`config.mk`:
```
export PLATFORM = sky130hd
export DESIGN_NAME = instr_fetch_unit
export DESIGN_NICKNAME = d
export VERILOG_FILES = /design/src/rtl/ifu_pkg.sv /design/src/rtl/ifu_pc_reg.sv /design/src/rtl/instr_fetch_unit.sv
export SDC_FILE = /design/constraint.sdc
export NUM_CORES = 1
export LEC_CHECK = 0
export BUFFER_PORTS_ARGS = -buffer_cell sky130_fd_sc_hd__buf_4
export CAP_MARGIN = 20
export CORE_ASPECT_RATIO = 0.75
export CORE_MARGIN = 2
export CORE_UTILIZATION = 40
export DETAILED_ROUTE_END_ITERATION = 10
export GPL_ROUTABILITY_DRIVEN = 0
export PLACE_DENSITY_LB_ADDON = 0.12
export SLEW_MARGIN = 20
export SYNTH_ARGS = -nofsm -noshare
export SYNTH_HDL_FRONTEND = slang
export SYNTH_HIERARCHICAL = 1
export SYNTH_SLANG_ARGS = --single-unit
```
`constraint.sdc`:
```
create_clock -name clk -period 2.5 [get_ports clk]
set_clock_uncertainty 0.2 [all_clocks]
set_input_delay 0.375 -clock clk [delete_from_list [all_inputs] [get_ports clk]]
set_output_delay 0.375 -clock clk [all_outputs]
set_load 0.03 [all_outputs]
```
`src/rtl/ifu_pkg.sv`:
```
// Shared constants and state encoding for the instruction fetch unit.
package ifu_pkg;
  localparam int          ADDR_W           = 28;
  localparam int          DATA_W           = 32;
  localparam logic [31:0] PC_INCR          = 32'd4;
  localparam logic [31:0] DEFAULT_RESET_PC = 32'h0000_0000;

  typedef enum logic [1:0] {
    IFU_IDLE  = 2'd0,
    IFU_FETCH = 2'd1,
    IFU_VALID = 2'd2
  } ifu_state_e;
endpackage

```
`src/rtl/ifu_pc_reg.sv`:
```
// Program counter with next-PC selection: reset, redirect, advance by 4, or hold.
module ifu_pc_reg #(
  parameter logic [31:0] RESET_PC = ifu_pkg::DEFAULT_RESET_PC
) (
  input  logic        clk,
  input  logic        reset,
  input  logic        redirect_en,
  input  logic [31:0] redirect_pc,
  input  logic        advance,
  output logic [31:0] pc
);
  import ifu_pkg::*;

  logic [31:0] pc_next;
  logic [1:0]  unused_redirect_bits;

  // Redirect targets are word aligned; the low two bits are ignored.
  assign unused_redirect_bits = redirect_pc[1:0];

  // NOTE: every path assigns pc_next first, so no latch can be inferred.
  always_comb begin
    pc_next = pc;
    if (reset)             pc_next = RESET_PC;
    else if (redirect_en)  pc_next = {redirect_pc[31:2], 2'b00};
    else if (advance)      pc_next = pc + PC_INCR;
  end

  always_ff @(posedge clk) begin
    pc <= pc_next;
  end
endmodule

```
`src/rtl/instr_fetch_unit.sv`:
```
// Instruction fetch stage: PC, ROM request, instruction register, decode handshake.
// Define IFU_FETCH_COUNT_EN to add the fetchCount accepted-instruction counter.
module instr_fetch_unit #(
  parameter logic [31:0] RESET_PC = ifu_pkg::DEFAULT_RESET_PC,
  parameter int          ADDR_W   = ifu_pkg::ADDR_W,
  parameter int          DATA_W   = ifu_pkg::DATA_W
) (
  input  logic              clk,
  input  logic              reset,
  output logic [ADDR_W-1:0] address,
  output logic              readEn,
  input  logic [DATA_W-1:0] data,
  output logic [DATA_W-1:0] instr,
  output logic [31:0]       instrPc,
  output logic              instrValid,
  input  logic              instrReady,
  input  logic              redirectEn,
  input  logic [31:0]       redirectPc
`ifdef IFU_FETCH_COUNT_EN
  ,
  output logic [31:0]       fetchCount
`endif
);
  import ifu_pkg::*;

  ifu_state_e        state, state_next;
  logic [31:0]       pc;
  logic              accept;
  logic [ADDR_W-1:0] addr_hold;
  logic              unused_pc_bits;

  assign accept         = instrValid && instrReady;
  assign unused_pc_bits = ^{pc[31:ADDR_W+2], pc[1:0]};

  ifu_pc_reg #(.RESET_PC(RESET_PC)) u_pc_reg (
    .clk         (clk),
    .reset       (reset),
    .redirect_en (redirectEn),
    .redirect_pc (redirectPc),
    .advance     (accept),
    .pc          (pc)
  );

  // NOTE: state is sequential, so it uses non-blocking assignment.
  always_ff @(posedge clk) begin
    if (reset) state <= IFU_IDLE;
    else       state <= state_next;
  end

  always_comb begin
    state_next = state;
    case (state)
      IFU_IDLE:  state_next = IFU_FETCH;
      IFU_FETCH: state_next = IFU_VALID;
      IFU_VALID: if (accept) state_next = IFU_FETCH;
      default:   state_next = IFU_IDLE;
    endcase
    if (redirectEn) state_next = IFU_FETCH;
  end

  always_comb begin
    readEn     = (state == IFU_FETCH);
    instrValid = (state == IFU_VALID);
  end

  // A redirect during FETCH discards the word read in that cycle.
  always_ff @(posedge clk) begin
    if (reset) begin
      instr   <= '0;
      instrPc <= '0;
    end else if (state == IFU_FETCH && !redirectEn) begin
      instr   <= data;
      instrPc <= pc;
    end
  end

  always_ff @(posedge clk) begin
    if (reset)                   addr_hold <= '0;
    else if (state == IFU_FETCH) addr_hold <= pc[ADDR_W+1:2];
  end

  assign address = readEn ? pc[ADDR_W+1:2] : addr_hold;

`ifdef IFU_FETCH_COUNT_EN
  always_ff @(posedge clk) begin
    if (reset)       fetchCount <= '0;
    else if (accept) fetchCount <= fetchCount + 32'd1;
  end
`endif
endmodule

```
==> flow_summary.toml, run 1 <==
[die]
die_area_um2 = 14210
initial_core_util_pct = 40.90
die_height_um = 103.7
die_width_um = 137.0
io_pins = 162
rows = 36
core-area_um2 = 12970

[timing]
finalSetupTns_ns = 0
min_period_over_period_pct = 95.35
max_freq_mhz = 419.5
drv_slew = 0
fin_ws_ns = 0.1163
setup_viol = 0
worstMarginPinSlew_ns = 0.5941
slew_headroom_pct = 60.39
period_minus_slack_ns = 2.384
final-hold-violation-count = 0

[yosys]
yosysUniqueCellTypes = 53
synth_area_um2 = 5306
synthAdderAreaFrac_pct = 0.2358
seq_area_frac_synth_pct = 46.78
synth_top_family_by_area = "simple AND/OR/NAND/NOR gates"
synth_xor_area_share_pct = 1.816
synth_edf_count = 0
syn_area_per_cell_um2 = 8.396
ys.flop_type = "dfxtp_1"
synth-simple-area-share_pct = 27.12
muxShareOfSynthArea_pct = 6.131
synthCells = 632
yosys_warnings = 6
synth-compound-area-share_pct = 13.25
ys_seq_elements = 124
ys_async_sr_fraction_pct = 0

[setup_path]
cp_max_fo = 18
r2r-start = "state[1]$_SDFFE_PP0P_"
endpoint_kind = "primary output"
path_class = "reg -> out"
r2r_end = "u_pc_reg/pc[21]$_SDFFE_PP0P_"
required_ns = 1.92
rr_worst_depth = 6
slowest_delay_ns = 0.39
critPathLaunchType = "register"
cp_slowest_cell = "mux2_2"
crit_cells = 4
r2r_slack_ns = 0.13
path_delay_family = "buffers and inverters"
path_cells = "nand2b_2 > buf_4 > mux2_2 > buf_4"
crit_buf_inv = 2
cp_common_cell = "buf_4"
critPathArrivalTime_ns = 1.81

[global_routing]
grt_max_degree = 131
antenna_found_initial = 0
grt-ovfl-total = 0
grt_pass1_vias = 4831
grt_pass1_wl_um = 23810
grt_util_all_layers_pct = 21.22

[power]
sw_frac_of_total_pct = 25.83
p_comb_share_pct = 13.8
seq_power_share_pct = 42.2
intPower_mw = 3.771
clkPwrFrac_pct = 44.0
p_switching_mw = 1.313
irDropWorstVdd_v = 0.0004681
power_density_nw_per_um2 = 681.8
p_leak_nw = 3.078

[clocking]
clock-sinks = 124
cts_setup_buffers = 0
clk_path_buf_depth = 2
cts-root-buf = "clkbuf_16"
numCtsBuffers = 17
path_clk_slew_ns = 0.06
clk_latency_ns = 0.42
h-tree-depth = 4
cts_tree = "yes"

[detailed_routing]
drtPass1Iterations = 5
routedWlPerCell_um = 15.19
drt-initial-drc-count = 465
post-route-drc-count = 0
drt-total-wl_um = 15080
ant_nets = 0
vias = 5167
viasPerCell = 5.203

[cells_and_area]
seqCellArea_um2 = 2482
area_growth_pct = 40.51
antenna_cells = 0
multi_input_area_um2 = 2597
nFillCells = 1174
nNetsFinal = 880
layout-drive-gt1-share_pct = 30.17

[placement]
port_buffers = 159
pre_cts_slack_ns = 0.1873
dp_hpwl_um = 10060

[worst_hold_path]
hold_depth = 3
whs_endpoint = "instr[24]$_SDFFE_PP0P_"
hp-start = "data[24]"
hold_class = "in -> reg"

[run]
drv_cap = 0

[outcome]
status = "finished, final reports clean"
worst reg2reg max path: stages (launching register included):
cell       delay, ns
dfxtp_1         0.38
nor2b_1         0.22
and2_1          0.28
nand3_1         0.21
nor3_1          0.45
a311oi_1        0.17
a2111oi_0       0.34
worst max-delay path by stage:
stage	end	slack, ns	start
after floorplan	u_pc_reg/pc[16]$_SDFFE_PP0P_	0.007	state[1]$_SDFFE_PP0P_
after global placement	u_pc_reg/pc[23]$_SDFFE_PP0P_	0.32	state[1]$_SDFFE_PP0P_
after detailed placement	u_pc_reg/pc[21]$_SDFFE_PP0P_	0.19	state[1]$_SDFFE_PP0P_
after CTS	address[14]	0.1	state[1]$_SDFFE_PP0P_
after global routing	u_pc_reg/pc[21]$_SDFFE_PP0P_	-0.02	state[1]$_SDFFE_PP0P_
final	address[14]	0.12	state[1]$_SDFFE_PP0P_
state kept, by name (all words and copies together), names as in the netlist:
register and flops:
state 2, instrPc 32, u_pc_reg/pc 30, addr_hold 28, instr 32
layer usage:
| layer | track usage [%] | part of all wire, % | wire length [um] | up-vias |
|---|---|---|---|---|
| met3 | 6.559 | 6.2 | 932 | 20 |
| met5 | 0 | 0 | 0 | - |
| li1 | - | - | - | 2541 |
| met1 | 27.69 | 45 | 6843 | 2447 |
| met2 | 33.12 | 47 | 7073 | 159 |
| met4 | 7.216 | 1.5 | 231 | 0 |
through the flow:
step	utilization [%]	power (mW)	hold WS [ns]	area, um2	instances
final	57.47	5.084	0.01014	7456	993
after global routing	57.47	5.277	0.005691	7456	993
after CTS	57.43	5.137	0.0002616	7450	993
after detailed placement	51.92	2.863	0.2484	6735	945
after global placement	51.92	2.848	0.2427	6735	945
after floorplan	-	2.576	0.2535	5310	633
timing repair:
item	4_1_cts	5_1_grt
gates resized for setup	0	1
hold endpoints to repair	18	0
hold buffers	18	0
setup endpoints to repair	0	1
power groups by stage:
stage	combinational (mW)	clock (mW)	sequential, mW
final	0.701	2.24	2.14
after global routing	0.754	2.37	2.16
after CTS	0.704	2.29	2.14
after detailed placement	0.679	0	2.18
after global placement	0.669	0	2.18
after floorplan	0.331	0	2.24
Yosys cell counts (3+ instances only):
library cell	count	area share (%)
a2111oi_0	3	0.50
a211oi_1	12	1.7
a21oi_1	78	7.4
a311oi_1	7	1.2
and2_1	3	0.35
and3_1	8	0.94
buf_1	3	0.21
buf_2	15	1.4
buf_4	7	0.99
clkbuf_1	19	1.3
dfxtp_1	124	47
inv_1	8	0.57
mux2_1	5	1.1
mux2_2	23	4.9
nand2_1	151	11
nand2b_1	3	0.35
nand3_1	12	1.1
nand4_1	16	1.9
nor2_1	25	1.8
nor2b_1	32	3.8
nor3_1	5	0.47
nor3b_1	8	1.1
nor4_1	10	1.2
o211ai_1	3	0.42
o21ai_0	5	0.47
or4_1	4	0.57
xnor2_1	6	0.99
xor2_1	5	0.83
placed cells by master, fill, tap and decap left out, types with 3 or more instances in the layout:
cell | netlist | layout
and2_1 | 3 | 3
clkbuf_1 | 19 | 3
buf_4 | 7 | 183
nand2_1 | 151 | 151
or3b_2 | 2 | 3
nor3_1 | 5 | 5
a211oi_1 | 12 | 12
a21oi_1 | 78 | 78
dfxtp_1 | 124 | 124
a2111oi_0 | 3 | 3
nor2_1 | 25 | 25
nand4_1 | 16 | 16
mux2_1 | 5 | 5
clkinv_2 | 0 | 5
mux2_2 | 23 | 23
a311oi_1 | 7 | 7
nor3b_1 | 8 | 7
dlygate4sd3_1 | 0 | 18
nor4_1 | 10 | 9
xor2_1 | 5 | 5
clkbuf_16 | 0 | 17
o21ai_0 | 5 | 5
and3_1 | 8 | 8
o211ai_1 | 3 | 3
nor2b_1 | 32 | 32
inv_1 | 8 | 8
nand3_1 | 12 | 12
xnor2_1 | 6 | 6
or4_1 | 4 | 4
cell type report:
| type | count | area share (%) |
|---|---|---|
| well taps | 171 | 2.870 |
| inverters | 9 | 0.4531 |
| clock buffers | 22 | 6.226 |
| repair buffers | 203 | 21.38 |
| multi-input cells | 456 | 34.84 |
| flip-flops and latches | 124 | 33.29 |
| clock inverters | 8 | 0.9398 |
kinds of logic after synthesis:
logic type,Yosys count
other,1
xor gates and xnor gates,11
muxes,29
adders and majority gates,1
AOI/OAI and AO/OA,119
DFF,124
and+or+nand+nor,294
buffers and inverters,53
Note: power is estimated with default switching activity, not from simulation.
==> inputs of run 2 (changes only) <==
Settings changed: GPL_TIMING_DRIVEN set to 0.
==> run 2 against run 1 <==
Against the previous run:
- combinational power is 2% lower
- critical endpoint is now u_pc_reg/pc[23]$_SDFFE_PP0P_
- die area stayed put
- register-to-register slack worse by 0.02 ns
- non-clock buffer count is 10 higher
- count of clock-buffer cells in the layout is 2 higher
- largest power group unchanged
- sequential share of layout area hardly changed
- first-iteration DRC count is 21% lower
- critical path type is now reg -> reg
- largest cell class unchanged
==> flow_summary.toml, run 2 (synthesis gave the netlist of run 1 again) <==
[power]
power_mw = 5.335
power_density_nw_per_um2 = 716.3
p_comb_share_pct = 12.8
p_switching_mw = 1.336
p_leak_nw = 3.069
intPower_mw = 3.999
irDropWorstVdd_v = 0.0004627
seq_power_share_pct = 40.5
clkPwrFrac_pct = 46.7
sw_frac_of_total_pct = 25.04

[die]
initial_core_util_pct = 40.90
die_area_um2 = 14210
io_pins = 162
die_height_um = 103.7
core-area_um2 = 12970
rows = 36
die_width_um = 137.0

[cells_and_area]
antenna_cells = 0
top_regs = "instrPc (32), instr (32), u_pc_reg/pc (30)"
final_cell_mix = "buf_4, nand2_1, dfxtp_1"
area_growth_pct = 40.34
nNetsFinal = 890
final_common_cell = "buf_4"
instances_no_fill = 1004
layout-drive-gt1-share_pct = 29.29
nFillCells = 1200
final_area_um2 = 7447

[global_routing]
grt_max_degree = 17
grt_pass1_wl_um = 25180
grt-ovfl-total = 0
grt_util_all_layers_pct = 22.69
grt_pass1_vias = 5060
antenna_found_initial = 0

[setup_path]
crit_buf_inv = 1
critPathLaunchType = "register"
r2r_slack_ns = 0.11
endpoint_kind = "register"
path_cells = "nand4_1 > or4_1 > buf_2 > or4_1 > nand3_1"
critPathArrivalTime_ns = 2.54
required_ns = 2.65
crit_cells = 5
cp_max_fo = 8
cp_common_cell = "or4_1"
path_delay_family = "simple AND/OR/NAND/NOR gates"
slowest_delay_ns = 0.55
path_class = "reg -> reg"
cp_slowest_cell = "or4_1"
rr_worst_depth = 5

[placement]
dp_hpwl_um = 11470
port_buffers = 158
dpl.cell_count = 962
pre_cts_slack_ns = -0.04155
place_area_um2 = 6710

[timing]
period_minus_slack_ns = 2.392
setup_viol = 0
max_freq_mhz = 418.1
drv_slew = 0
min_period_over_period_pct = 95.67
final-hold-violation-count = 0
worstMarginPinSlew_ns = 0.6740
fin_ws_ns = 0.1083
slew_headroom_pct = 55.07

[clocking]
numCtsBuffers = 17
cts_tree = "yes"
clk_latency_ns = 0.41
cts-root-buf = "clkbuf_16"
cts_setup_buffers = 0
path_clk_slew_ns = 0.06
clock-sinks = 124
clk_path_buf_depth = 2
h-tree-depth = 4

[detailed_routing]
post-route-drc-count = 0
drt-total-wl_um = 16040
drtPass1Iterations = 5
drt-initial-drc-count = 367
viasPerCell = 5.259
vias = 5280
ant_nets = 0
routedWlPerCell_um = 15.98

[worst_hold_path]
hold_depth = 3
hold_class = "in -> reg"

[outcome]
status = "finished, final reports clean"

[run]
drv_cap = 0
[run 2: changes by cell type in the layout (fill, tap and decap cells not counted), sizes merged]
cell         before  now
bufinv            1    3
clkinvlp          2    1
clkinv            6    4
buf             185  181
dlygate4sd3      18   11
clkbuf           22   45
[run 2: per-stage QoR]
stage | hold slack [ns] | TNS [ns] | utilization, %
finish | 0.01150 | 0 | 57.41
global route | -0.0005888 | -0.001888 | 57.41
CTS | 0.0005284 | 0 | 57.17
detailed placement | 0.2472 | -0.04155 | 51.73
global placement | 0.2439 | 0 | 51.73
floorplan | 0.2535 | 0 | -
[run 2: tightest hold or removal path: cells and delay by family]
| family | cells | cell delay (ns) |
|---|---|---|
| buffers and inverters | 1 | 0.11 |
| AOI/OAI and AO/OA | 1 | 0.05 |
| and+or+nand+nor | 1 | 0.05 |
[run 2: layout make-up]
cell class	count	area (um2)	area share, %
well taps	171	214.0	2.873
plain buffers	44	215.2	2.890
clock buffers	24	481.7	6.468
clock inverters	7	112.6	1.512
flip-flops and latches	124	2482	33.33
repair buffers	169	1296	17.41
multi-input cells	456	2611	35.06
inverters	9	33.78	0.4536
[run 2: what timing repair did]
action,4_1_cts,5_1_grt
pin swaps,0,1
gates resized for setup,2,6
setup endpoints to repair,3,13
hold endpoints to repair,10,1
hold buffers,10,1
[run 2: layer usage]
layer	wire length, um	global-route usage (%)	part of all wire, %
met5	0	0	0
met4	343	8.837	2.1
met3	1326	7.685	8.3
met2	7122	33.83	44
met1	7248	30.11	45
[run 2: final timing paths]
kind                           startpoint                           end
min reg2reg      instrPc[11]$_SDFFE_PP0P_      instrPc[11]$_SDFFE_PP0P_
min                               data[4]         instr[4]$_SDFFE_PP0P_
max reg2reg  u_pc_reg/pc[12]$_SDFFE_PP0P_  u_pc_reg/pc[23]$_SDFFE_PP0P_
max          u_pc_reg/pc[12]$_SDFFE_PP0P_  u_pc_reg/pc[23]$_SDFFE_PP0P_
[run 2: power groups by stage]
| stage | Combinational, mW | Clock (mW) | Sequential, mW |
|---|---|---|---|
| floorplan | 0.331 | 0 | 2.24 |
| global placement | 0.657 | 0 | 2.20 |
| detailed placement | 0.666 | 0 | 2.20 |
| CTS | 0.682 | 2.53 | 2.16 |
| global route | 0.734 | 2.63 | 2.17 |
| finish | 0.684 | 2.49 | 2.16 |
